[config.mk]
export PLATFORM = sky130hd
export DESIGN_NAME = ttc_prescale_ctrl_lite_flat
export DESIGN_NICKNAME = d
export VERILOG_FILES = /design/src/rtl/ttc_prescale_ctrl_lite_pkg.sv /design/src/rtl/ttc_prescale_ctrl_lite_if.sv /design/src/rtl/ttc_ext_edge_det_lite.sv /design/src/rtl/ttc_prescale_ctrl_lite.sv /design/src/flat_wrapper.sv
export SDC_FILE = /design/constraint.sdc
export NUM_CORES = 1
export LEC_CHECK = 0
export ABC_CLOCK_PERIOD_IN_PS = 3000
export CORE_ASPECT_RATIO = 1.4
export CORE_UTILIZATION = 49
export DETAILED_ROUTE_END_ITERATION = 10
export GPL_ROUTABILITY_DRIVEN = 0
export PLACE_DENSITY = 0.84
export SETUP_SLACK_MARGIN = 0.2
export SLEW_MARGIN = 10
export SYNTH_ARGS = -nofsm -noshare
export SYNTH_HDL_FRONTEND = slang
export SYNTH_SLANG_ARGS = --single-unit
[constraint.sdc]
create_clock -name pclk -period 3 [get_ports pclk]
set_input_delay 0.6 -clock pclk [delete_from_list [all_inputs] [get_ports pclk]]
set_output_delay 0.6 -clock pclk [all_outputs]
set_load 0.01 [all_outputs]
[src/rtl/ttc_prescale_ctrl_lite_pkg.sv]
// ============================================================================
// ttc_prescale_ctrl_lite_pkg : shared types and constants for the TTC prescaler
// Rev 1.0
// ============================================================================
`default_nettype none

package ttc_prescale_ctrl_lite_pkg;

  typedef enum logic [1:0] {
    ST_IDLE = 2'b00,
    ST_ARM  = 2'b01,
    ST_RUN  = 2'b10
  } ctrl_state_e;

  localparam int c_cfg_w        = 7;
  localparam int c_cfg_ps_en    = 0;
  localparam int c_cfg_exp_lsb  = 1;
  localparam int c_cfg_exp_msb  = 4;
  localparam int c_cfg_ext_sel  = 5;
  localparam int c_cfg_ext_edge = 6;

  localparam int c_ps_w         = 16;
  localparam int c_sync_depth   = 2;

  localparam logic [c_ps_w-1:0] c_ps_ones = '1;

  // Terminal count for a divide-by-2^(N+1); N=15 shifts all ones out, giving 16'hFFFF.
  function automatic logic [c_ps_w-1:0] ps_terminal(input logic [3:0] exp_n);
    return ~(c_ps_ones << ({1'b0, exp_n} + 5'd1));
  endfunction

endpackage

`default_nettype wire

[src/rtl/ttc_prescale_ctrl_lite_if.sv]
// ============================================================================
// ttc_prescale_ctrl_lite_if : control/status bundle between timer core and prescaler
// Rev 1.0
// ============================================================================
`default_nettype none

interface ttc_prescale_ctrl_lite_if;
  import ttc_prescale_ctrl_lite_pkg::*;

  logic [c_cfg_w-1:0] clk_ctrl_reg;
  logic               count_en;
  logic               restart;
  logic               ext_clk;
  logic               count_tick;
  logic [c_ps_w-1:0]  ps_count;
  logic [1:0]         ctrl_state;

  modport master (
    output clk_ctrl_reg, count_en, restart, ext_clk,
    input  count_tick, ps_count, ctrl_state
  );

  modport slave (
    input  clk_ctrl_reg, count_en, restart, ext_clk,
    output count_tick, ps_count, ctrl_state
  );

endinterface

`default_nettype wire

[src/rtl/ttc_ext_edge_det_lite.sv]
// ============================================================================
// ttc_ext_edge_det_lite : ext_clk synchroniser with polarity-selected edge strobe
// Rev 1.0
// ============================================================================
`default_nettype none

module ttc_ext_edge_det_lite
  import ttc_prescale_ctrl_lite_pkg::*;
#(
  parameter int SYNC_DEPTH = c_sync_depth
) (
  input  logic pclk,
  input  logic p_reset,
  input  logic i_ext_clk,
  input  logic i_edge_sel,
  output logic o_ext_event
);

  logic [SYNC_DEPTH-1:0] sync_q, sync_d;
  logic                  prev_q, prev_d;
  logic                  event_q, event_d;
  logic                  w_sync_out;

  assign w_sync_out = sync_q[SYNC_DEPTH-1];

  // Edge select 1 picks falling edges, 0 picks rising edges.
  always_comb begin
    sync_d  = {sync_q[SYNC_DEPTH-2:0], i_ext_clk};
    prev_d  = w_sync_out;
    event_d = i_edge_sel ? (~w_sync_out & prev_q) : (w_sync_out & ~prev_q);
  end

  always_ff @(posedge pclk or posedge p_reset) begin
    if (p_reset) begin
      sync_q  <= '0;
      prev_q  <= 1'b0;
      event_q <= 1'b0;
    end else begin
      sync_q  <= sync_d;
      prev_q  <= prev_d;
      event_q <= event_d;
    end
  end

  assign o_ext_event = event_q;

endmodule

`default_nettype wire

[src/rtl/ttc_prescale_ctrl_lite.sv]
// ============================================================================
// ttc_prescale_ctrl_lite : timer clock-source select, prescaler and run-control FSM
// Rev 1.0
// ============================================================================
`default_nettype none

module ttc_prescale_ctrl_lite
  import ttc_prescale_ctrl_lite_pkg::*;
(
  input  logic                   pclk,
  input  logic                   p_reset,
  ttc_prescale_ctrl_lite_if.slave bus
);

  ctrl_state_e        state_q, state_d;
  logic [c_cfg_w-1:0] cfg_q, cfg_d;
  logic               restart_q, restart_d;
  logic [c_ps_w-1:0]  ps_count_q, ps_count_d;
  logic               count_tick_q, count_tick_d;

  logic               w_ext_event;
  logic               w_src_event;
  logic               w_cfg_change;
  logic               w_restart_edge;
  logic               w_terminal;

  ttc_ext_edge_det_lite #(
    .SYNC_DEPTH (c_sync_depth)
  ) u_ext_edge (
    .pclk        (pclk),
    .p_reset     (p_reset),
    .i_ext_clk   (bus.ext_clk),
    .i_edge_sel  (bus.clk_ctrl_reg[c_cfg_ext_edge]),
    .o_ext_event (w_ext_event)
  );

  assign w_src_event    = bus.clk_ctrl_reg[c_cfg_ext_sel] ? w_ext_event : 1'b1;
  assign w_cfg_change   = (bus.clk_ctrl_reg != cfg_q);
  assign w_restart_edge = bus.restart & ~restart_q;
  assign w_terminal     = (ps_count_q == ps_terminal(cfg_q[c_cfg_exp_msb:c_cfg_exp_lsb]));

  always_comb begin
    state_d      = state_q;
    ps_count_d   = ps_count_q;
    count_tick_d = 1'b0;
    cfg_d        = bus.clk_ctrl_reg;
    restart_d    = bus.restart;

    case (state_q)
      ST_IDLE: begin
        state_d    = ST_ARM;
        ps_count_d = '0;
      end
      ST_ARM: begin
        ps_count_d = '0;
        if (bus.count_en) begin
          state_d = ST_RUN;
        end
      end
      ST_RUN: begin
        // Restart beats a coincident terminal count; a config change costs one cycle.
        if (w_restart_edge) begin
          state_d    = ST_ARM;
          ps_count_d = '0;
        end else if (w_cfg_change) begin
          ps_count_d = '0;
        end else if (bus.count_en && w_src_event) begin
          if (!cfg_q[c_cfg_ps_en]) begin
            ps_count_d   = '0;
            count_tick_d = 1'b1;
          end else if (w_terminal) begin
            ps_count_d   = '0;
            count_tick_d = 1'b1;
          end else begin
            ps_count_d   = ps_count_q + c_ps_w'(1);
          end
        end
      end
      default: begin
        state_d    = ST_IDLE;
        ps_count_d = '0;
      end
    endcase
  end

  always_ff @(posedge pclk or posedge p_reset) begin
    if (p_reset) begin
      state_q      <= ST_IDLE;
      cfg_q        <= '0;
      restart_q    <= 1'b0;
      ps_count_q   <= '0;
      count_tick_q <= 1'b0;
    end else begin
      state_q      <= state_d;
      cfg_q        <= cfg_d;
      restart_q    <= restart_d;
      ps_count_q   <= ps_count_d;
      count_tick_q <= count_tick_d;
    end
  end

  assign bus.count_tick = count_tick_q;
  assign bus.ps_count   = ps_count_q;
  assign bus.ctrl_state = state_q;

endmodule

`default_nettype wire

[src/flat_wrapper.sv]
// flat-port wrapper written by rule: the top's interface ports become plain ports
module ttc_prescale_ctrl_lite_flat import ttc_prescale_ctrl_lite_pkg::*;
  (pclk, p_reset, bus_clk_ctrl_reg, bus_count_en, bus_restart, bus_ext_clk, bus_count_tick, bus_ps_count, bus_ctrl_state);
  ttc_prescale_ctrl_lite_if bus_i ();
  input  logic pclk;
  input  logic p_reset;
  input wire logic [$bits(bus_i.clk_ctrl_reg)-1:0] bus_clk_ctrl_reg;
  input wire logic [$bits(bus_i.count_en)-1:0] bus_count_en;
  input wire logic [$bits(bus_i.restart)-1:0] bus_restart;
  input wire logic [$bits(bus_i.ext_clk)-1:0] bus_ext_clk;
  output wire logic [$bits(bus_i.count_tick)-1:0] bus_count_tick;
  output wire logic [$bits(bus_i.ps_count)-1:0] bus_ps_count;
  output wire logic [$bits(bus_i.ctrl_state)-1:0] bus_ctrl_state;
  assign bus_i.clk_ctrl_reg = bus_clk_ctrl_reg;
  assign bus_i.count_en = bus_count_en;
  assign bus_i.restart = bus_restart;
  assign bus_i.ext_clk = bus_ext_clk;
  assign bus_count_tick = bus_i.count_tick;
  assign bus_ps_count = bus_i.ps_count;
  assign bus_ctrl_state = bus_i.ctrl_state;
  ttc_prescale_ctrl_lite u_core (.pclk(pclk), .p_reset(p_reset), .bus(bus_i));
endmodule
==> run_results.csv, run 1 <==
group,metric,value,unit
routing,first_pass_iters,4,
synthesis,yosys_warnings,0,
timing,fmax,371,MHz
die,die-area,4430,um2
clock_network,clk_pin_slew_worst_paths,70,ps
pwr,combinationalPowerShare,18.5,%
routing,drtIter0Drc,79,
synthesis,synth_nets,236,
grt,overflow,0,
routing,vias_per_cell,6.33,
timing,tightest_slew,819,ps
place,place_hpwl,3.55,mm
synthesis,synthTopCellsByArea,"dfrtp_1 38%, a221o_1 5.9%, a211oi_1 4.4%, nand2_1 4.0%, nand3_1 3.2%",
place,place_ws,163,ps
synthesis,synth_seq_cells,31,
pwr,finalPower,958,uW
grt,grt_max_degree,32,
synthesis,ys_types,49,
finish,layout_common_cells,"30 x clkdlybuf4s50_1, 29 x dfrtp_1, 22 x nand2_1",
place,io_buffers,30,
pwr,p_seq_share,48.0,%
routing,top_layer_used,"met4",
timing,finalClockSkew,7.02,ps
clock_network,numClockSinks,31,
timing,fin_tns_setup,0,ps
worst_setup_path,crit_required,3160,ps
synthesis,synthesis.area,2040,um2
synthesis,avgSynthCellArea,9.28,um2
synthesis,ys_seq_area_share,38.0,%
synthesis,synth_ff_type,"dfrtp_1",
die,initial_core_util,51.7,%
routing,drc,0,
die,fp.dieH,78.4,um
status,status,"finished, final reports clean",
timing,fin_crit_sh,89.9,%
routing,wirelength,5.07,mm
grt,grtUsageTotal,24.2,%
die,core,3950,um2
pwr,swShare,27.6,%
timing,setup_ws,304,ps
finish,area_delta_synth_final,28.2,%
run,cap_violations,0,
routing,wl_met1,2.10,mm
clock_network,ctsHoldBuffers,0,
synthesis,yosysTopAreaCell,"dfrtp_1",
finish,nets,273,
finish,antenna_cells,0,
routing,dr_total_vias,1905,
pwr,p_per_area,366,nW/um2
grt,antenna_found_initial,0,
timing,rsz0062_at_grt,"no",
synthesis,synth-edff-count,0,
synthesis,synth_cells,220,
pwr,switchingPower,265,uW
routing,ant_nets,0,
pwr,p_int,694,uW
finish,drive_gt1_share,16.3,%
timing,setup_viol,0,
place,placed_cells,288,
die,ios,31,
pwr,peakVddDrop,0.000441,V
synthesis,netlist.area_leader.share,38.0,%
clock_network,cts-root-buf,"clkbuf_8",
worst_setup_path,critPathMaxFanout,8,
routing,met3_length,269,um
worst_setup_path,startpoint_type,"flip-flop",
timing,layout_min_cycle_time,2700,ps
min_path,hold_class,"flip-flop to flip-flop",
pwr,power_frac_clock,33.5,%
worst_setup_path,critPathKind,"flip-flop to flip-flop",
die,rows,27,
timing,final_hold_viol_count,0,
timing,timing.slew.headroom,44.9,%
worst_setup_path,cp.arrival,2860,ps
routing,wl_met2,2.59,mm
die,die_w,56.6,um
finish,final_core_util,66.2,%
pwr,p_leak,0.00107,uW
timing,final_max_slew_viol_count,0,
clock_network,htreeDepth,2,
grt,grt_pass1_vias,1797,
clock_network,clock_latency,280,ps
clock_network,ctsLongestPathBuffers,2,
routing,wire_per_inst,16.8,um
grt,grt_pass1_wl,8.42,mm
clock_network,cts_tree,"yes",
finish,fin_cells,301,
finish,layout_commonest_cell,"clkdlybuf4s50_1",
clock_network,cts_buffers,5,
synthesis,async_flop_share,100,%
worst_setup_path,critPathCaptureType,"flip-flop",
worst max-delay path, cell delays in order, from the launching register on:
cell and delay [ps]:
dfrtp_1 410, ha_4 190, ha_4 270, buf_4 140, nor4_2 200, nand2_1 100
a21oi_2 150, mux2i_2 100, nor4_4 400, a21oi_2 130, buf_6 160, a221o_1 320
state kept, by name, indices dropped and copies added, names as in the netlist:
register,cells
u_core.bus.ps_count,16
u_core.bus.ctrl_state,2
u_core.u_ext_edge.sync_q,2
u_core.u_ext_edge.o_ext_event,1
u_core.cfg_q,7
u_core.u_ext_edge.prev_q,1
u_core.restart_q,1
u_core.bus.count_tick,1
cell type report:
cell class                      instances  area (um2)
Sequential cell                        31         778
Tap cell                               43        53.8
Fill cell                             312        1340
Clock inverter                          2        12.5
Inverter                                9        33.8
Multi-Input combinational cell        165        1240
Clock buffer                            6        72.6
Timing Repair Buffer                   45         425
metal layers:
| layer | vias to the layer above | track usage, % |
|---|---|---|
| li1 | 897 | - |
| met1 | 932 | 30.4 |
| met2 | 63 | 41.1 |
| met3 | 13 | 3.46 |
| met4 | 0 | 10.5 |
| met5 | - | 0 |
power groups by stage:
stage,Sequential (uW),Clock (uW),Combinational [uW]
after floorplan,468,0,92.2
after global placement,464,0,154
after detailed placement,467,0,160
after CTS,459,324,163
after global routing,463,337,194
final,460,321,177
worst paths after layout:
path	start	endpoint	slack (ps)	cells past startpoint
max	u_core.cfg_q[2]$_DFF_PP0_	u_core.bus.ps_count[15]$_DFFE_PP0P_	300	11
min	u_core.u_ext_edge.sync_q[0]$_DFF_PP0_	u_core.u_ext_edge.sync_q[1]$_DFF_PP0_	350	0
max reg2reg	u_core.cfg_q[2]$_DFF_PP0_	u_core.bus.ps_count[15]$_DFFE_PP0P_	300	11
min reg2reg	u_core.u_ext_edge.sync_q[0]$_DFF_PP0_	u_core.u_ext_edge.sync_q[1]$_DFF_PP0_	350	0
max in group asynchronous	p_reset	u_core.cfg_q[4]$_DFF_PP0_	2000	3
min in group asynchronous	p_reset	u_core.bus.ps_count[13]$_DFFE_PP0P_	690	3
Yosys cell counts (all sizes together), types with 2 or more instances:
cell type and n:
a221o 12, o21ai 10, nor2 15, xor2 4, nand3 14, nand3b 3, dfrtp 31, mux2i 4
and2 3, ha 4, a31oi 2, nand2 22, and3 4, buf 7, and4b 2, a22o 2
a2111oi 4, a211oi 12, inv 9, clkbuf 8, a21oi 4, nand2b 4, or3 2, nor4 5
nor2b 2, nor3 6, xnor2 8, o211a 3
kinds of logic after synthesis:
| family | after synthesis | synth area share (%) |
|---|---|---|
| muxes | 5 | 2.70 |
| adders and majority gates | 4 | 2.45 |
| and+or+nand+nor | 84 | 22.0 |
| xor gates and xnor gates | 12 | 5.51 |
| DFF | 31 | 38.0 |
| AOI/OAI and AO/OA | 60 | 24.0 |
| buffers and inverters | 24 | 5.33 |
per-stage QoR:
stage	hold WS [ps]	instance area, um2
after floorplan	331	2060
after global placement	338	2410
after detailed placement	341	2410
after CTS	356	2510
after global routing	357	2620
final	353	2620
what timing repair did:
item | CTS | global route
buffers inserted | 0 | 5
resized for setup | 3 | 16
pin swaps | 0 | 5
setup endpoints to repair | 4 | 16
gates cloned | 0 | 0
hold endpoints to repair | 0 | 0
Note: power is estimated with default switching activity, not from simulation.
==> inputs of run 2 (changes only) <==
- CTS_CLUSTER_SIZE: unset -> 14
==> results of run 2 <==
Final layout, timing and power as in run 1 (identical DEF).
==> inputs of run 3 (changes only) <==
- CAP_MARGIN: unset -> 20
==> results of run 3 <==
Final layout, timing and power as in run 1 (identical DEF).
